$ cat src/rtl/pc_sp_unit_pkg.sv
// Shared encodings for the PC/SP register stage: next-PC sources, stack
// operations and the stack-pointer occupancy classes.
package pc_sp_unit_pkg;

    localparam int ADDR_W_DEFAULT = 16;

    typedef enum logic [1:0] {
        PCS_MEM = 2'b00,   // return address from memory (RET)
        PCS_JMP = 2'b01,   // zero-extended J/CALL immediate
        PCS_INC = 2'b10,   // combinational ALU result (PC+1)
        PCS_BR  = 2'b11    // registered ALU output (branch target)
    } pc_src_e;

    typedef enum logic [1:0] {
        STK_NONE = 2'b00,
        STK_PUSH = 2'b01,
        STK_POP  = 2'b10,
        STK_RSVD = 2'b11
    } stk_op_e;

    typedef enum logic [1:0] {
        SPC_NORMAL = 2'b00,
        SPC_EMPTY  = 2'b01,
        SPC_FULL   = 2'b10
    } sp_class_e;

endpackage

$ cat src/rtl/pc_sp_unit_stack_ptr.sv
// Stack pointer register with bounds checking: full-descending stack that
// never wraps, plus sticky overflow/underflow status.
module stack_ptr
    import pc_sp_unit_pkg::*;
#(
    parameter int                ADDR_W   = ADDR_W_DEFAULT,
    parameter logic [ADDR_W-1:0] SP_RESET = ADDR_W'('h00FF),
    parameter logic [ADDR_W-1:0] SP_MIN   = ADDR_W'('h00C0)
) (
    input  logic              clk,
    input  logic              rst,
    input  logic [1:0]        i_stack_op,
    output logic [ADDR_W-1:0] o_sp,
    output logic              o_stack_ovf,
    output logic              o_stack_unf
);

    logic [ADDR_W-1:0] r_sp;
    logic              r_ovf;
    logic              r_unf;

    sp_class_e         w_class;
    logic [ADDR_W-1:0] w_sp_next;
    logic              w_ovf_set;
    logic              w_unf_set;

    always_comb begin
        if (r_sp == SP_RESET)
            w_class = SPC_EMPTY;
        else if (r_sp == SP_MIN)
            w_class = SPC_FULL;
        else
            w_class = SPC_NORMAL;
    end

    // A refused push/pop leaves sp untouched and only raises the status bit.
    always_comb begin
        w_sp_next = r_sp;
        w_ovf_set = 1'b0;
        w_unf_set = 1'b0;
        case (i_stack_op)
            STK_PUSH: begin
                if (w_class == SPC_FULL)
                    w_ovf_set = 1'b1;
                else
                    w_sp_next = r_sp - ADDR_W'(1);
            end
            STK_POP: begin
                if (w_class == SPC_EMPTY)
                    w_unf_set = 1'b1;
                else
                    w_sp_next = r_sp + ADDR_W'(1);
            end
            default: ;
        endcase
    end

    always_ff @(posedge clk) begin
        if (rst) begin
            r_sp  <= SP_RESET;
            r_ovf <= 1'b0;
            r_unf <= 1'b0;
        end else begin
            r_sp  <= w_sp_next;
            r_ovf <= r_ovf | w_ovf_set;
            r_unf <= r_unf | w_unf_set;
        end
    end

    assign o_sp        = r_sp;
    assign o_stack_ovf = r_ovf;
    assign o_stack_unf = r_unf;

endmodule

$ cat src/rtl/pc_sp_unit.sv
// Program-counter and stack-pointer stage fed by the multicycle controller:
// branch condition evaluation, next-PC mux and the architectural PC/SP.
module pc_sp_unit
    import pc_sp_unit_pkg::*;
#(
    parameter int                ADDR_W   = ADDR_W_DEFAULT,
    parameter logic [ADDR_W-1:0] PC_RESET = '0,
    parameter logic [ADDR_W-1:0] SP_RESET = ADDR_W'('h00FF),
    parameter logic [ADDR_W-1:0] SP_MIN   = ADDR_W'('h00C0)
) (
    input  logic              clk,
    input  logic              rst,
    input  logic              PCWrite,
    input  logic              PCWriteCond,
    input  logic              ALUZeroCond,
    input  logic              BLTCond,
    input  logic              BGTCond,
    input  logic [1:0]        PCSource,
    input  logic              alu_zero,
    input  logic              alu_neg,
    input  logic [ADDR_W-1:0] alu_result,
    input  logic [ADDR_W-1:0] alu_out,
    input  logic [ADDR_W-1:0] mem_data,
    input  logic [ADDR_W-1:0] jump_target,
    input  logic [1:0]        stack_op,
    output logic [ADDR_W-1:0] pc,
    output logic [ADDR_W-1:0] sp,
    output logic              pc_loaded,
    output logic              branch_taken,
    output logic              stack_ovf,
    output logic              stack_unf
);

    logic [ADDR_W-1:0] r_pc;
    logic              r_pc_loaded;
    logic              r_branch_taken;

    logic              w_cond;
    logic              w_load;
    logic [ADDR_W-1:0] w_next_pc;
    logic [ADDR_W-1:0] w_sp;
    logic              w_stack_ovf;
    logic              w_stack_unf;

    // BEQ/BNE share one enable; ALUZeroCond picks which polarity of zero wins.
    assign w_cond = (PCWriteCond & (alu_zero == ALUZeroCond))
                  | (BLTCond & alu_neg)
                  | (BGTCond & ~alu_neg & ~alu_zero);
    assign w_load = PCWrite | w_cond;

    always_comb begin
        w_next_pc = r_pc;
        case (PCSource)
            PCS_MEM: w_next_pc = mem_data;
            PCS_JMP: w_next_pc = jump_target;
            PCS_INC: w_next_pc = alu_result;
            PCS_BR:  w_next_pc = alu_out;
            default: w_next_pc = r_pc;
        endcase
    end

    always_ff @(posedge clk) begin
        if (rst) begin
            r_pc           <= PC_RESET;
            r_pc_loaded    <= 1'b0;
            r_branch_taken <= 1'b0;
        end else begin
            if (w_load)
                r_pc <= w_next_pc;
            r_pc_loaded    <= w_load;
            r_branch_taken <= w_cond & ~PCWrite;
        end
    end

    stack_ptr #(
        .ADDR_W   (ADDR_W),
        .SP_RESET (SP_RESET),
        .SP_MIN   (SP_MIN)
    ) u_stack_ptr (
        .clk         (clk),
        .rst         (rst),
        .i_stack_op  (stack_op),
        .o_sp        (w_sp),
        .o_stack_ovf (w_stack_ovf),
        .o_stack_unf (w_stack_unf)
    );

    assign pc           = r_pc;
    assign sp           = w_sp;
    assign pc_loaded    = r_pc_loaded;
    assign branch_taken = r_branch_taken;
    assign stack_ovf    = w_stack_ovf;
    assign stack_unf    = w_stack_unf;

endmodule

$ cat config.mk
export PLATFORM = sky130hd
export DESIGN_NAME = pc_sp_unit
export DESIGN_NICKNAME = d
export VERILOG_FILES = /design/src/rtl/pc_sp_unit_pkg.sv /design/src/rtl/pc_sp_unit_stack_ptr.sv /design/src/rtl/pc_sp_unit.sv
export SDC_FILE = /design/constraint.sdc
export NUM_CORES = 1
export LEC_CHECK = 0
export ABC_AREA = 1
export CAP_MARGIN = 20
export CORE_AREA = 5 5 83 85
export DETAILED_ROUTE_END_ITERATION = 7
export DIE_AREA = 0 0 88 90
export MAX_ROUTING_LAYER = met4
export PLACE_DENSITY = 0.93
export SYNTH_ARGS = -nofsm -noshare
export SYNTH_HDL_FRONTEND = slang
export SYNTH_SLANG_ARGS = --single-unit
$ cat constraint.sdc
create_clock -name clk -period 5.48 [get_ports clk]
set_input_delay 1.096 -clock clk [delete_from_list [all_inputs] [get_ports clk]]
set_output_delay 1.096 -clock clk [all_outputs]
set_load 0.02 [all_outputs]
Word level (Yosys, flattened, before mapping)
Cells that the tools add are included.
- $add $sub $neg: 2
- eq/ne operators: 12
- multiplexer cells: 10
- bitwise logic cells: 13
- reductions and logical operators: 3
- operators by type and width (cell ; count):
    case mux 16 bit (4 select lines) ; 1
    == test 16 x 8 -> 1 bit, second input constant ; 2
    2-to-1 mux 16 bit ; 2
    case mux 16 bit (2 select lines) ; 1
    adder 16 x 1 -> 16 bit, second input constant ; 1
    subtractor 16 x 1 -> 16 bit, second input constant ; 1
    == test 2 bit, second input constant ; 4
    == test 2 x 1 -> 1 bit, second input constant ; 3
    AND 1 bit ; 5
    OR 1 bit ; 5
    2-to-1 mux 1 bit ; 4
    2-to-1 mux 2 bit ; 2
    inequality test 2 bit, second input constant ; 2
    NOT 1 bit ; 3
    AND reduction 3 bit ; 1
    logical NOT 2 bit ; 1
    nonzero test 2 bit ; 1
    == test 1 bit ; 1
- bits in registers: 36
- input port bits: 77
- output and inout bits: 36
- word-level logic and storage cells: 46

Longest topological paths before layout
- word-level depth: 7
- depth in mapped cells: 14
- mapped depth without buffers: 14

Cells and area by module
Synthesis repeated with hierarchy kept, for this count alone.
- cell total of the unflattened synthesis: 482
- area total of the unflattened synthesis: 3061.7 sq um
- by module, submodules not included (module ; times used ; cells an instance ; area each (sq um) ; seq. area each (sq um)):
    stack_ptr ; 1 ; 296 ; 1749.2 ; 360.3
    pc_sp_unit ; 1 ; 186 ; 1312.5 ; 360.3

Least setup slack after synthesis
No wires, ideal clock.
- path type: input port to flip-flop
- from: input port stack_op[0]
- to: register u_stack_ptr.r_sp[8] (netlist: u_stack_ptr.o_sp[8])
- library setup time: 0.113 ns
- arrival time: 2.434 ns
- required time: 5.367 ns
- path slack: 2.933 ns
- stages: 12
- path buffers: 0
- path through: inv_1 nand2_4 inv_1 fa_1 o21bai_1 nand2_1 nand2_1 nand2_1 nand2_1 nand2_2 nand2_1 nor2_1
- word-level cells in the longest chain between the ends: 3
- elaborated cells on any way between the ends: 7
- classes of those cells: eq/ne: 4; mux: 1; reduce/logical: 2
- ends and longest elaborated chain (what ; RTL line ; source):
    start, declared ; pc_sp_unit.sv:25 ; input logic [1:0] stack_op,
    == test 2 bit or == test 2 x 1 -> 1 bit (tied branches) ; pc_sp_unit_stack_ptr.sv:41 ; case (i_stack_op)
    inequality test 2 bit (no line) or nonzero test 2 bit (tied branches) ; n/a ;
    AND reduction 3 bit (no line) ; n/a ;
    end signal, assigned ; pc_sp_unit_stack_ptr.sv:64 ; r_sp <= w_sp_next;
    end, declared ; pc_sp_unit_stack_ptr.sv:18 ; logic [ADDR_W-1:0] r_sp;
Several ways; a longest one is shown, not always the timed one.
A chain may end at the register's enable or synchronous reset.

Worst setup path after layout
Same ends and word-level chain as after synthesis.

==> results <==
- The primary flip-flop cell chosen by synthesis mapping is dfxtp_1.
- The worst hold path was traced through 2 stages.
- Walking the worst path, the cells encountered are clkdlybuf4s50_1 > inv_1 > nand2_4 > inv_1 > fa_1 > o21bai_1 > nand2_1 > nand2_1 > nand2_1 > nand2_1 > nand2_2 > nand2_1 > nor2_1.
- Clock skew on the completed layout was measured at 0.00812 ns.
- The timing-limited maximum frequency is 0.328 GHz.
- The number of antenna cells inserted is 0.
- For this run, design rule violations remaining after detail routing come to 0.
- The endpoint class of the critical path is a flop.
- Summing the areas of all fa, ha and maj instances in the mapped netlist gives 7.35% of the synthesized area.
- The leakage component of the power is 1.95 nW.
- In this run the vertical extent of the chip is 90 µm.
- TritonCTS built the clock tree.
- The count of filler cells inserted in the layout is 501.
- Setup repair after global routing left no endpoint under its margin.
- The worst-path cell with the longest stage delay is clkdlybuf4s50_1.
- The final hold slack is 0.464 ns.
- The wire length of the first global-routing pass is 13800 µm.
- The run finished with clean final reports.
- The startpoint type of the worst setup path is an input port.
- The initial standard-cell utilization of the core is 46.1%.
- The first routing iteration left 162 violations.
- In this run, synthesis inferred 0 flip-flops with an integrated enable.
- The final max-slew violation count is 0.
- The number of antenna violations at the first check in global routing came to 0.
- Across all register-to-register paths, the minimum setup slack is 3.46 ns.
- Per report_power, the sequential group accounts for 33.1% of the total.
- The number of global-route vias before repair is 3234.
- After detailed routing, the total wire length is 8110 µm.
- The total count of hold-check failures in the final report is 0.
- Yosys mapped the design onto 33 distinct sky130hd cell types.
- The mean routed wirelength per cell is 12.5 µm.
- Across the VDD grid, the largest voltage drop is 0.126 mV.
- Detailed placement ended at an HPWL of 6640 µm.
- No sink is reached through more buffers than the 2 on the longest clock path.
- The smallest clock period supported by the final layout is computed as 3.04 ns.
- The all-layer global routing usage is 21.7%.
- Measured against the total synthesized area, the mux share comes to 0%.
- The area of the die is 7920 µm².
- Across all layers, the routed design uses 3211 vias.
- Routability-driven placement finished with a final weighted congestion of 0.971.
- In the final layout, the multi-input gates occupy 1780 µm².
- The actual transition at the worst max-transition pin is 0.930 ns.
- Data on the critical path arrives at its endpoint at 3.24 ns.
- The cell that appears most often on the critical path is nand2_1.
- The worst hold path belongs to the class reg2reg.
- The combined area of all synthesized cells is 2830 µm².
- The largest net degree at the start of global routing is 22.
- The clock-pin slew on the worst setup and hold paths is 0.08 ns.
- The root buffer cell chosen for the clock tree is clkbuf_8.
- The switching component of the power is 0.000378 W.
- The final-report setup violation count is 0.
- The flop and latch count out of synthesis is 36.
- The setup TNS is 0 ns.
- The first detailed-routing pass took 6 iterations.
- The total area of sequential cells is 721 µm².
- The area of the core is 6130 µm².
- The worst path uses 55.6% of the clock period.
- During placement, the flow inserted port buffers numbering 112.
- The commonest non-fill, non-tap cell in the layout is nand2_1.
- CTS built an H-tree with a depth of 2.
- The fraction of the mapped netlist area in simple logic gates is 42.8%.
- 113 I/O pins were placed.
- The number of nets in the synthesized netlist is 555.
- Summing the areas of all compound-gate instances in the mapped netlist gives 10.5% of the synthesized area.
- Cells with a size suffix above 1 make up 6.99% of the layout.
- Synthesis produced a netlist whose cell count is 462.
- After routing the design area is 4040 µm².
- The longest individual stage delay on the worst path is 0.45 ns.
- Post-CTS timing repair inserted 0 buffers for setup.
- The post-CTS resize count is 0.
- The share of total power in combinational logic is 46.5%.
- The relative slew slack is 37.8%.
- The final-stage net count is 664.
- Leaving out fill and tap cells, the most frequent cells in the layout are 179 x nand2_1, 112 x clkdlybuf4s50_1, 58 x inv_1.
- Once detail routing completed, the nets flagged for antenna violations numbered 0.
- The maximum fanout along the worst path is 19.
- The classification of the worst setup path is in2reg.
- The worst endpoint required time is 5.68 ns.
- Hold repair after CTS inserted 0 buffers.
- The number of rows in the core area is 29.
- Yosys printed 0 warnings.
- The die outline width is 88 µm.
- The largest family of logic cells by synthesized area is simple AND/OR/NAND/NOR gates.
- The signed area change from the synthesized netlist to the final layout is 42.8%.
- Summing all placed instances gives a cell area of 3950 µm².
- Of the total synthesized cell area, the portion taken by XOR and XNOR cells is 2.48%.
- The part of the total power dissipated in the clock network is 20.4%.
- Sequential elements use 25.5% of the synthesized area.
- The later pin in the worst-skew pair is clocked with a latency of 0.29 ns.
- The sink count of the clock tree is 36.
- Dividing total power by cell area gives a power density of 237 nW/µm².
- The proportion of synthesized flip-flops having asynchronous set or reset is 0%.
- The ratio of routed vias to standard cells is 4.95.
- Cell internal power was estimated by the tool at 0.000579 W.
- The switching share of power is 39.5%.
- The number of buffers created by CTS is 5.
- The total overflow reported by the global router is 0.
- The post-synthesis area per instance is 6.12 µm².
- Across the run, the number of max-cap violations was 0.
- The depth of the worst register-to-register path is 10.
cell usage after synthesis (3+ instances only):
cell type	count	area share, %
xor2_1	8	2.5
a21oi_1	25	4.4
nand2_2	12	2.7
nor2_2	6	1.3
nor2_1	38	5.0
nand3_1	32	5.7
dfxtp_1	36	25
o211ai_1	4	1.1
o21ai_0	4	0.71
ha_1	15	6.6
inv_1	58	7.7
buf_6	4	1.6
buf_2	3	0.53
o21ai_2	9	2.8
and2_1	4	0.89
nand2_1	179	24
o21ai_1	4	0.71
flip-flops by register name, indices dropped and copies added, names as in the netlist:
register	cells
u_stack_ptr.o_stack_unf	1
pc_loaded	1
pc	16
u_stack_ptr.o_stack_ovf	1
u_stack_ptr.o_sp	16
branch_taken	1
worst max-delay path, delay by kind of cell:
family                     cells  cell delay [ns]
buffers and inverters          3             0.64
AOI/OAI and AO/OA              1             0.31
adders and majority gates      1             0.44
and+or+nand+nor                8             0.74
cells by family (layout without fill, tap and decap cells):
| kind of cell | count (synthesis) | after routing |
|---|---|---|
| buffers and inverters | 70 | 180 |
| xor gates and xnor gates | 8 | 8 |
| DFF | 36 | 36 |
| and+or+nand+nor | 283 | 283 |
| adders and majority gates | 16 | 16 |
| AOI/OAI and AO/OA | 49 | 49 |
stage by stage:
stage	instances	power [W]	utilization (%)	setup slack, ns
after floorplan	462	0.000605	-	2.93
after global placement	641	0.000752	64.4	2.28
after detailed placement	641	0.000764	64.4	2.17
after global routing	649	0.00103	65.8	2.30
final	649	0.000958	65.8	2.44
after CTS	649	0.000957	65.8	2.49
power by group through the flow:
stage	logic [W]	clock network (W)	registers, W
4_1_cts	0.000445	0.000196	0.000317
6_report	0.000446	0.000195	0.000317
5_1_grt	0.000498	0.000212	0.000321
3_5_place_dp	0.000442	0	0.000323
2_1_floorplan	0.000254	0	0.000350
3_3_place_gp	0.000430	0	0.000322
layout make-up:
type / count / share of cell area, %
Clock buffer: 6 / 1.80
Clock inverter: 2 / 0.403
Inverter: 60 / 5.58
Multi-Input combinational cell: 356 / 44.2
Sequential cell: 36 / 17.9
Tap cell: 77 / 2.39
Timing Repair Buffer: 112 / 27.8
path summary, 6_finish.rpt:
check,start,to
max,stack_op[0],u_stack_ptr.o_sp[8]$_SDFFE_PP0P_
min,pc[4]$_SDFFE_PP0P_,pc[4]$_SDFFE_PP0P_
max reg2reg,u_stack_ptr.o_sp[0]$_SDFFE_PP1P_,u_stack_ptr.o_sp[8]$_SDFFE_PP0P_
min reg2reg,pc[4]$_SDFFE_PP0P_,pc[4]$_SDFFE_PP0P_
routing by layer:
metal / routed length (µm) / up-vias / track usage (%)
li1: - / 1655 / -
met1: 3030 / 1405 / 22.2
met2: 4180 / 133 / 39.0
met3: 656 / 18 / 5.30
met4: 235 / 0 / 8.44
met5: 0 / - / -
(Power assumes the default switching activity.)
